[src/rtl/microsequencer.sv]
// microsequencer
//   Next-state logic and state register for the microprogrammed MIPS control
//   unit. Each clock it selects the next microinstruction address from the
//   control word's next-state fields, the opcode dispatch state, or the
//   datapath conditions. It supports dispatch, jump, increment, conditional
//   branch, conditional wait with timeout trap, and a single-level micro
//   call/return.
//
// Ports
//   clk           : rising-edge clock
//   reset         : asynchronous, active-low reset
//   ns_sel        : next-state select field from the control word
//   cond_sel      : condition select (00 moc, 01 zero, 10 cond_in, 11 const 1)
//   cond_inv      : inverts the selected condition
//   cr_state      : target-state field from the control word
//   enc_state     : dispatch state from the opcode encoder
//   moc           : memory operation complete
//   zero          : ALU zero flag
//   cond_in       : branch condition-tester output
//   currentState  : registered state address driven to the microstore
//   ret_state     : micro-return register (visible for debug)
//   illegal_pulse : one-cycle pulse on entry to FETCH after an illegal next state
//   timeout_pulse : one-cycle pulse on entry to TRAP after a wait timeout
module microsequencer #(
  parameter int STATE_W     = 7,
  parameter int MAX_STATE   = 38,
  parameter int FETCH_STATE = 0,
  parameter int TRAP_STATE  = 0,
  parameter int TIMEOUT     = 15,
  parameter int CNT_W       = 4
) (
  input  logic               clk,
  input  logic               reset,
  input  logic [2:0]         ns_sel,
  input  logic [1:0]         cond_sel,
  input  logic               cond_inv,
  input  logic [STATE_W-1:0] cr_state,
  input  logic [STATE_W-1:0] enc_state,
  input  logic               moc,
  input  logic               zero,
  input  logic               cond_in,
  output logic [STATE_W-1:0] currentState,
  output logic [STATE_W-1:0] ret_state,
  output logic               illegal_pulse,
  output logic               timeout_pulse
);

  localparam logic [STATE_W-1:0] MAX_S   = STATE_W'(MAX_STATE);
  localparam logic [STATE_W-1:0] FETCH_S = STATE_W'(FETCH_STATE);
  localparam logic [STATE_W-1:0] TRAP_S  = STATE_W'(TRAP_STATE);
  localparam logic [CNT_W-1:0]   CNT_LAST = CNT_W'(TIMEOUT - 1);

  localparam logic [2:0] NS_DISPATCH = 3'b000;
  localparam logic [2:0] NS_FETCH    = 3'b001;
  localparam logic [2:0] NS_JUMP     = 3'b010;
  localparam logic [2:0] NS_INC      = 3'b011;
  localparam logic [2:0] NS_BRANCH   = 3'b100;
  localparam logic [2:0] NS_WAIT     = 3'b101;
  localparam logic [2:0] NS_CALL     = 3'b110;
  localparam logic [2:0] NS_RETURN   = 3'b111;

  logic [CNT_W-1:0]   wait_cnt;
  logic               sel_cond;
  logic               c;
  logic [STATE_W-1:0] inc;
  logic [STATE_W-1:0] nxt;
  logic               waiting;
  logic               timeout_hit;
  logic               illegal;

  // Condition mux, increment and next-state candidate. The wait encoding
  // holds on currentState, so a held wait is always legal; only the trap
  // check can redirect it.
  always_comb begin
    sel_cond = 1'b1;
    case (cond_sel)
      2'b00:   sel_cond = moc;
      2'b01:   sel_cond = zero;
      2'b10:   sel_cond = cond_in;
      default: sel_cond = 1'b1;
    endcase
    c   = sel_cond ^ cond_inv;
    inc = currentState + STATE_W'(1);

    nxt = FETCH_S;
    case (ns_sel)
      NS_DISPATCH: nxt = enc_state;
      NS_FETCH:    nxt = FETCH_S;
      NS_JUMP:     nxt = cr_state;
      NS_INC:      nxt = inc;
      NS_BRANCH:   nxt = c ? cr_state : inc;
      NS_WAIT:     nxt = c ? cr_state : currentState;
      NS_CALL:     nxt = cr_state;
      NS_RETURN:   nxt = ret_state;
      default:     nxt = FETCH_S;
    endcase

    waiting     = (ns_sel == NS_WAIT) && !c;
    timeout_hit = waiting && (wait_cnt == CNT_LAST);
    illegal     = (nxt > MAX_S);
  end

  // State, return register, wait counter and event pulses. Timeout wins over
  // the illegal check; an illegal next state suppresses the return-address
  // capture so a bad call leaves ret_state intact.
  always_ff @(posedge clk or negedge reset) begin
    if (!reset) begin
      currentState  <= FETCH_S;
      ret_state     <= '0;
      wait_cnt      <= '0;
      illegal_pulse <= 1'b0;
      timeout_pulse <= 1'b0;
    end else begin
      timeout_pulse <= timeout_hit;
      illegal_pulse <= !timeout_hit && illegal;
      if (timeout_hit) begin
        currentState <= TRAP_S;
        wait_cnt     <= '0;
      end else begin
        wait_cnt <= waiting ? wait_cnt + CNT_W'(1) : '0;
        if (illegal) begin
          currentState <= FETCH_S;
        end else begin
          currentState <= nxt;
          if (ns_sel == NS_CALL) begin
            ret_state <= inc;
          end
        end
      end
    end
  end

endmodule

[config.mk]
export PLATFORM = sky130hd
export DESIGN_NAME = microsequencer
export DESIGN_NICKNAME = d
export VERILOG_FILES = /design/src/rtl/microsequencer.sv
export SDC_FILE = /design/constraint.sdc
export NUM_CORES = 1
export LEC_CHECK = 0
export ABC_AREA = 1
export BUFFER_PORTS_ARGS = -buffer_cell sky130_fd_sc_hd__buf_4
export CELL_PAD_IN_SITES_DETAIL_PLACEMENT = 1
export CELL_PAD_IN_SITES_GLOBAL_PLACEMENT = 1
export CORE_ASPECT_RATIO = 0.6
export CORE_MARGIN = 3
export CORE_UTILIZATION = 30
export CTS_BUF_LIST = sky130_fd_sc_hd__clkbuf_16
export DETAILED_ROUTE_END_ITERATION = 7
export HOLD_SLACK_MARGIN = 0.12
export PLACE_DENSITY_LB_ADDON = 0.05
export SKIP_LAST_GASP = 1
export SLEW_MARGIN = 30
export SYNTH_ARGS = -nofsm -noshare
export SYNTH_HDL_FRONTEND = slang
export SYNTH_SLANG_ARGS = --single-unit
[constraint.sdc]
create_clock -name clk -period 4.3 [get_ports clk]
set_clock_uncertainty 0.15 [all_clocks]
set_input_delay 0.215 -clock clk [delete_from_list [all_inputs] [get_ports clk]]
set_output_delay 0.215 -clock clk [all_outputs]
set_load 0.01 [all_outputs]
Yosys cells after proc, flatten, opt, wreduce, memory -nomap -nowiden
Cells that the tools add are included.
{"block": "classes", "muxes": 8, "add_sub_neg": 2, "reduce_logical": 9, "order_cmp": 1, "eq_ne": 10, "bitwise": 3}
{"cell": "$pmux W7 S7", "count": 1}
{"cell": "$mux W7", "count": 4}
{"cell": "$eq A3 B3 Y1 const B", "count": 4}
{"cell": "$mux W4", "count": 2}
{"cell": "$add A7 B1 Y7 const B", "count": 1}
{"cell": "$gt A7 B6 Y1 const B", "count": 1}
{"cell": "$eq A3 B2 Y1 const B", "count": 2}
{"cell": "$add A4 B1 Y4 const B", "count": 1}
{"cell": "$eq A4 B4 Y1 const B", "count": 1}
{"cell": "$eq A3 B1 Y1 const B", "count": 1}
{"cell": "$logic_and A1 B1 Y1", "count": 3}
{"cell": "$logic_not A3 Y1", "count": 1}
{"cell": "$pmux W1 S3", "count": 1}
{"cell": "$reduce_and A3 Y1", "count": 1}
{"cell": "$eq A2 B1 Y1 const B", "count": 1}
{"cell": "$eq A2 B2 Y1 const B", "count": 1}
{"cell": "$logic_not A1 Y1", "count": 2}
{"cell": "$logic_not A2 Y1", "count": 1}
{"cell": "$not A1 Y1", "count": 2}
{"cell": "$reduce_or A2 Y1", "count": 1}
{"cell": "$xor A1 B1 Y1", "count": 1}
{"block": "word_totals", "input_bits": 25, "ff_bits": 20, "output_inout_bits": 16, "elab_cells": 38}

Depth between registers and ports, before layout
{"block": "logic_depth", "ltp_word": 8, "mapped_depth": 18, "mapped_depth_nobuf": 18}

Worst setup path after synthesis
No wires, ideal clock.
{"block": "synth_path", "kind": "register -> register", "from": "register currentState[0]", "to": "register currentState[4]", "n_path_buf": 0, "path_stages_with_launch": 13, "synth_period_minus_slack_ns": 2.112, "t_required_ns": 4.029, "setup_time_ns": 0.121, "path_slack_ns": 2.188, "t_arrival_ns": 1.842, "cell_sequence": "dfrtp_1 ha_1 xor2_1 a22oi_1 or2_0 nand3_2 nand2_2 nor2_1 nand3_1 nand2_1 nand2_4 nand2_4 nor2_2"}
{"block": "synth_via", "elab_chain_len": 6, "word_cells_on_any_way": 7, "cone_classes": "add/sub: 1; order compare: 1; mux: 5"}
{"item": "from (decl)", "line": "42", "text": "output logic [STATE_W-1:0] currentState,"}
{"item": "from (signal assigned)", "line": "124", "text": "currentState <= nxt;"}
{"item": "$add A7 B1 Y7", "line": "83", "text": "inc = currentState + STATE_W'(1);"}
{"item": "$mux W7", "line": "91", "text": "NS_BRANCH: nxt = c ? cr_state : inc;"}
{"item": "$pmux W7 S7 (*)", "line": "86", "text": "case (ns_sel)"}
{"item": "$gt A7 B6 Y1", "line": "100", "text": "illegal = (nxt > MAX_S);"}
{"item": "$mux W7 (*)", "line": "121", "text": "if (illegal) begin"}
{"item": "$mux W7 (*)", "line": "116", "text": "if (timeout_hit) begin"}
Mark *: on every way between the ends. The rest lies on a longest branch, timed or not.
A chain may end at the register's enable or synchronous reset.

Final worst setup path
{"block": "layout_path", "from": "register currentState[0]", "to": "register currentState[5]"}
Same word-level chain as after synthesis.

==> impl_metrics.ini <==
[synth]
asyncSetResetFlopFracSynth = 1.00
postSynth.topFlopCell = sky130_fd_sc_hd__dfrtp_1
netlist.area_leader.share = 0.334
synth_warnings = 0
yosysTopAreaCell = sky130_fd_sc_hd__dfrtp_1
synth.area.top_cells = sky130_fd_sc_hd__dfrtp_1, sky130_fd_sc_hd__nand2_1, sky130_fd_sc_hd__nand3_1
avgSynthCellArea_um2 = 6.60
synth_fp_nets = 255
ys_seq_area_frac = 0.334
post_synth_inst_count = 227
synth-seq-cells = 20
post_synth_instance_area_um2 = 1500
synth_cell_types = 28
number_of_synthesized_flops_with_an_enable_pin = 0

[worst_setup_path]
worstPathMaxFanout = 9
worst_ep_required_time_ns = 4.29
launching_element_type_of_the_critical_path = flip-flop
r2r_setup_slack_ns = 1.84
setup_crit_path_kind = reg2reg
endpoint_kind = flip-flop
cp.arrival_ns = 2.45

[timing]
slew_headroom = 0.612
finalMaxSlewViolations = 0
tightest_slew_ns = 0.580
layout_setup_ws_ns = 1.84
finalHoldViolations = 0
rsz0062_at_grt = false
fin_setup_tns_ns = 0
final_min_period_over_clock_period = 0.571
timing.final.crit_period_ns = 2.46
max_clock_freq_ghz = 0.407
finalSetupViolCount = 0

[global_routing]
number_of_antenna_violations_at_the_first_check_in_global_routing = 0
grt_start_max_net_pins = 21
grtUsageTotal = 0.187
wire_length_of_the_first_global_routing_pass_mm = 8.64
globalRoute.totalOverflow = 0
first_global_vias = 1646

[clock_tree]
cts-buffers-inserted = 3
cts_hold_buffers = 2
postCtsSetupRepairBufs = 0
tritoncts_clock_tree = done
clock-root-buffer = sky130_fd_sc_hd__clkbuf_16
clk_transition_reported_paths_ns = 0.06
cts_resized = 0
htreeDepth = 1
cts_sinks = 20
cts-root-to-sink-buffers = 2
insertion_delay_ns = 0.25

[die]
die_h_um = 60.7
floorplan.rows = 19
core_um2 = 4680
io_pins = 41
die_area_um2 = 5900
initial_cell_density_of_the_core = 0.320
die_w_um = 97.2

[route]
via_per_inst = 4.82
routed_wl_mm = 5.18
avgRoutedWirePerCell_um = 15.4
detailedRoute.firstPassIterationCount = 4
initialDrtViolationCount = 75
drc_violation_count_after_routing = 0
antenna_violating_nets_post_route = 0
routed-via-count = 1621

[power]
comb_power_share = 0.305
seq_power_share = 0.342
power_switching_share = 0.330
total_switching_power_uw = 243
clock_power_share = 0.353
total_leakage_power_nw = 1.09
power_density_nw_per_um2 = 369
vdd.ir_drop.worst_mv = 0.150
cell_internal_pwr_uw = 495

[place]
place_congestion = 0.832
io_buffers = 40
pre_cts_ws_ns = 1.87
dp.final_hpwl_mm = 4.19

[min_path]
hold_class = in2reg

[finish]
layout_common_cells = sky130_fd_sc_hd__nand2_1, sky130_fd_sc_hd__buf_4, sky130_fd_sc_hd__nand3_1, sky130_fd_sc_hd__inv_1, sky130_fd_sc_hd__dfrtp_1
final.fill_count = 613
fin_nets = 302
share_of_final_layout_standard_cells_stronger_than_drive_strength_1 = 0.242
count_of_antenna_diodes_in_the_layout = 0
layout_commonest_cell = sky130_fd_sc_hd__nand2_1
synthToLayoutAreaGrowth_pct = 33.7

[flow_run]
cap_violations = 0

[run_status]
status = completed
cell usage after synthesis (3+ instances only):
master                    count
sky130_fd_sc_hd__nand2_1     76
sky130_fd_sc_hd__nand3_1     28
sky130_fd_sc_hd__inv_1       26
sky130_fd_sc_hd__dfrtp_1     20
sky130_fd_sc_hd__nor2_1      17
sky130_fd_sc_hd__a21oi_1      9
sky130_fd_sc_hd__nand4_1      9
sky130_fd_sc_hd__nor2_2       7
sky130_fd_sc_hd__inv_2        6
sky130_fd_sc_hd__ha_1         3
sky130_fd_sc_hd__or2_0        3
sequential cells by signal (all words and copies together) (netlist names):
| name | cells |
|---|---|
| ret_state | 7 |
| currentState | 7 |
| wait_cnt | 4 |
| timeout_pulse | 1 |
| illegal_pulse | 1 |
metal layers:
metal | vias up | wire [um] | track usage
met5 | - | 0 | 0
met1 | 752 | 2810 | 0.294
met3 | 4 | 352 | 0.0367
li1 | 815 | - | -
met2 | 50 | 1990 | 0.266
met4 | 0 | 34 | 0.0355
final cells by class:
| class | count | area (um2) | share of cell area |
|---|---|---|---|
| multi-input cells | 175 | 877 | 0.438 |
| flip-flops and latches | 20 | 500 | 0.250 |
| repair buffers | 42 | 320 | 0.160 |
| inverters | 32 | 120 | 0.0600 |
| well taps | 63 | 78.8 | 0.0394 |
| clock buffers | 3 | 75.1 | 0.0375 |
| clock inverters | 1 | 30.0 | 0.0150 |
worst paths after layout:
path | from | end | cells after the start
max in group asynchronous | reset | currentState[5] | 2
worst max register to register | currentState[0] | currentState[5] | 12
min in group asynchronous | reset | wait_cnt[1] | 2
worst min-delay path | enc_state[2] | currentState[2] | 5
worst max-delay path | currentState[0] | currentState[5] | 12
worst min register to register | wait_cnt[0] | wait_cnt[0] | 1
power groups by stage:
stage / logic [mW] / clock network [mW] / registers [mW]
6_report: 0.225 / 0.261 / 0.253
5_1_grt: 0.253 / 0.274 / 0.257
4_1_cts: 0.227 / 0.263 / 0.253
3_5_place_dp: 0.224 / 0 / 0.256
3_3_place_gp: 0.226 / 0 / 0.256
2_1_floorplan: 0.108 / 0 / 0.257
worst max-delay path: stages, from the launching register on:
cell and delay, ns:
sky130_fd_sc_hd__dfrtp_1 0.42, sky130_fd_sc_hd__ha_1 0.29, sky130_fd_sc_hd__xor2_1 0.34, sky130_fd_sc_hd__a22oi_1 0.12
sky130_fd_sc_hd__or2_0 0.24, sky130_fd_sc_hd__nand3_2 0.09, sky130_fd_sc_hd__nand2_2 0.06, sky130_fd_sc_hd__nor2_1 0.14
sky130_fd_sc_hd__nand3_1 0.09, sky130_fd_sc_hd__nand2_1 0.11, sky130_fd_sc_hd__nand2_4 0.10, sky130_fd_sc_hd__nand2_4 0.14
sky130_fd_sc_hd__nor2_2 0.05
logic make-up after synthesis:
| family | share of synthesized area |
|---|---|
| other | 0.00250 |
| AOI/OAI and AO/OA | 0.0501 |
| buffers and inverters | 0.0802 |
| adders and majority gates | 0.0251 |
| xor gates and xnor gates | 0.0234 |
| and+or+nand+nor | 0.485 |
| DFF | 0.334 |
stage by stage:
step | instances | hold slack, ns | power [mW] | utilization | cell area, um2
after floorplan | 227 | -0.231 | 0.365 | - | 1500
after global placement | 330 | -0.0325 | 0.482 | 0.401 | 1880
after detailed placement | 330 | -0.0370 | 0.480 | 0.401 | 1880
after CTS | 336 | 0.193 | 0.743 | 0.427 | 2000
after global routing | 336 | 0.228 | 0.784 | 0.427 | 2000
final | 336 | 0.186 | 0.739 | 0.427 | 2000
Power figures use the tool's default switching activity.
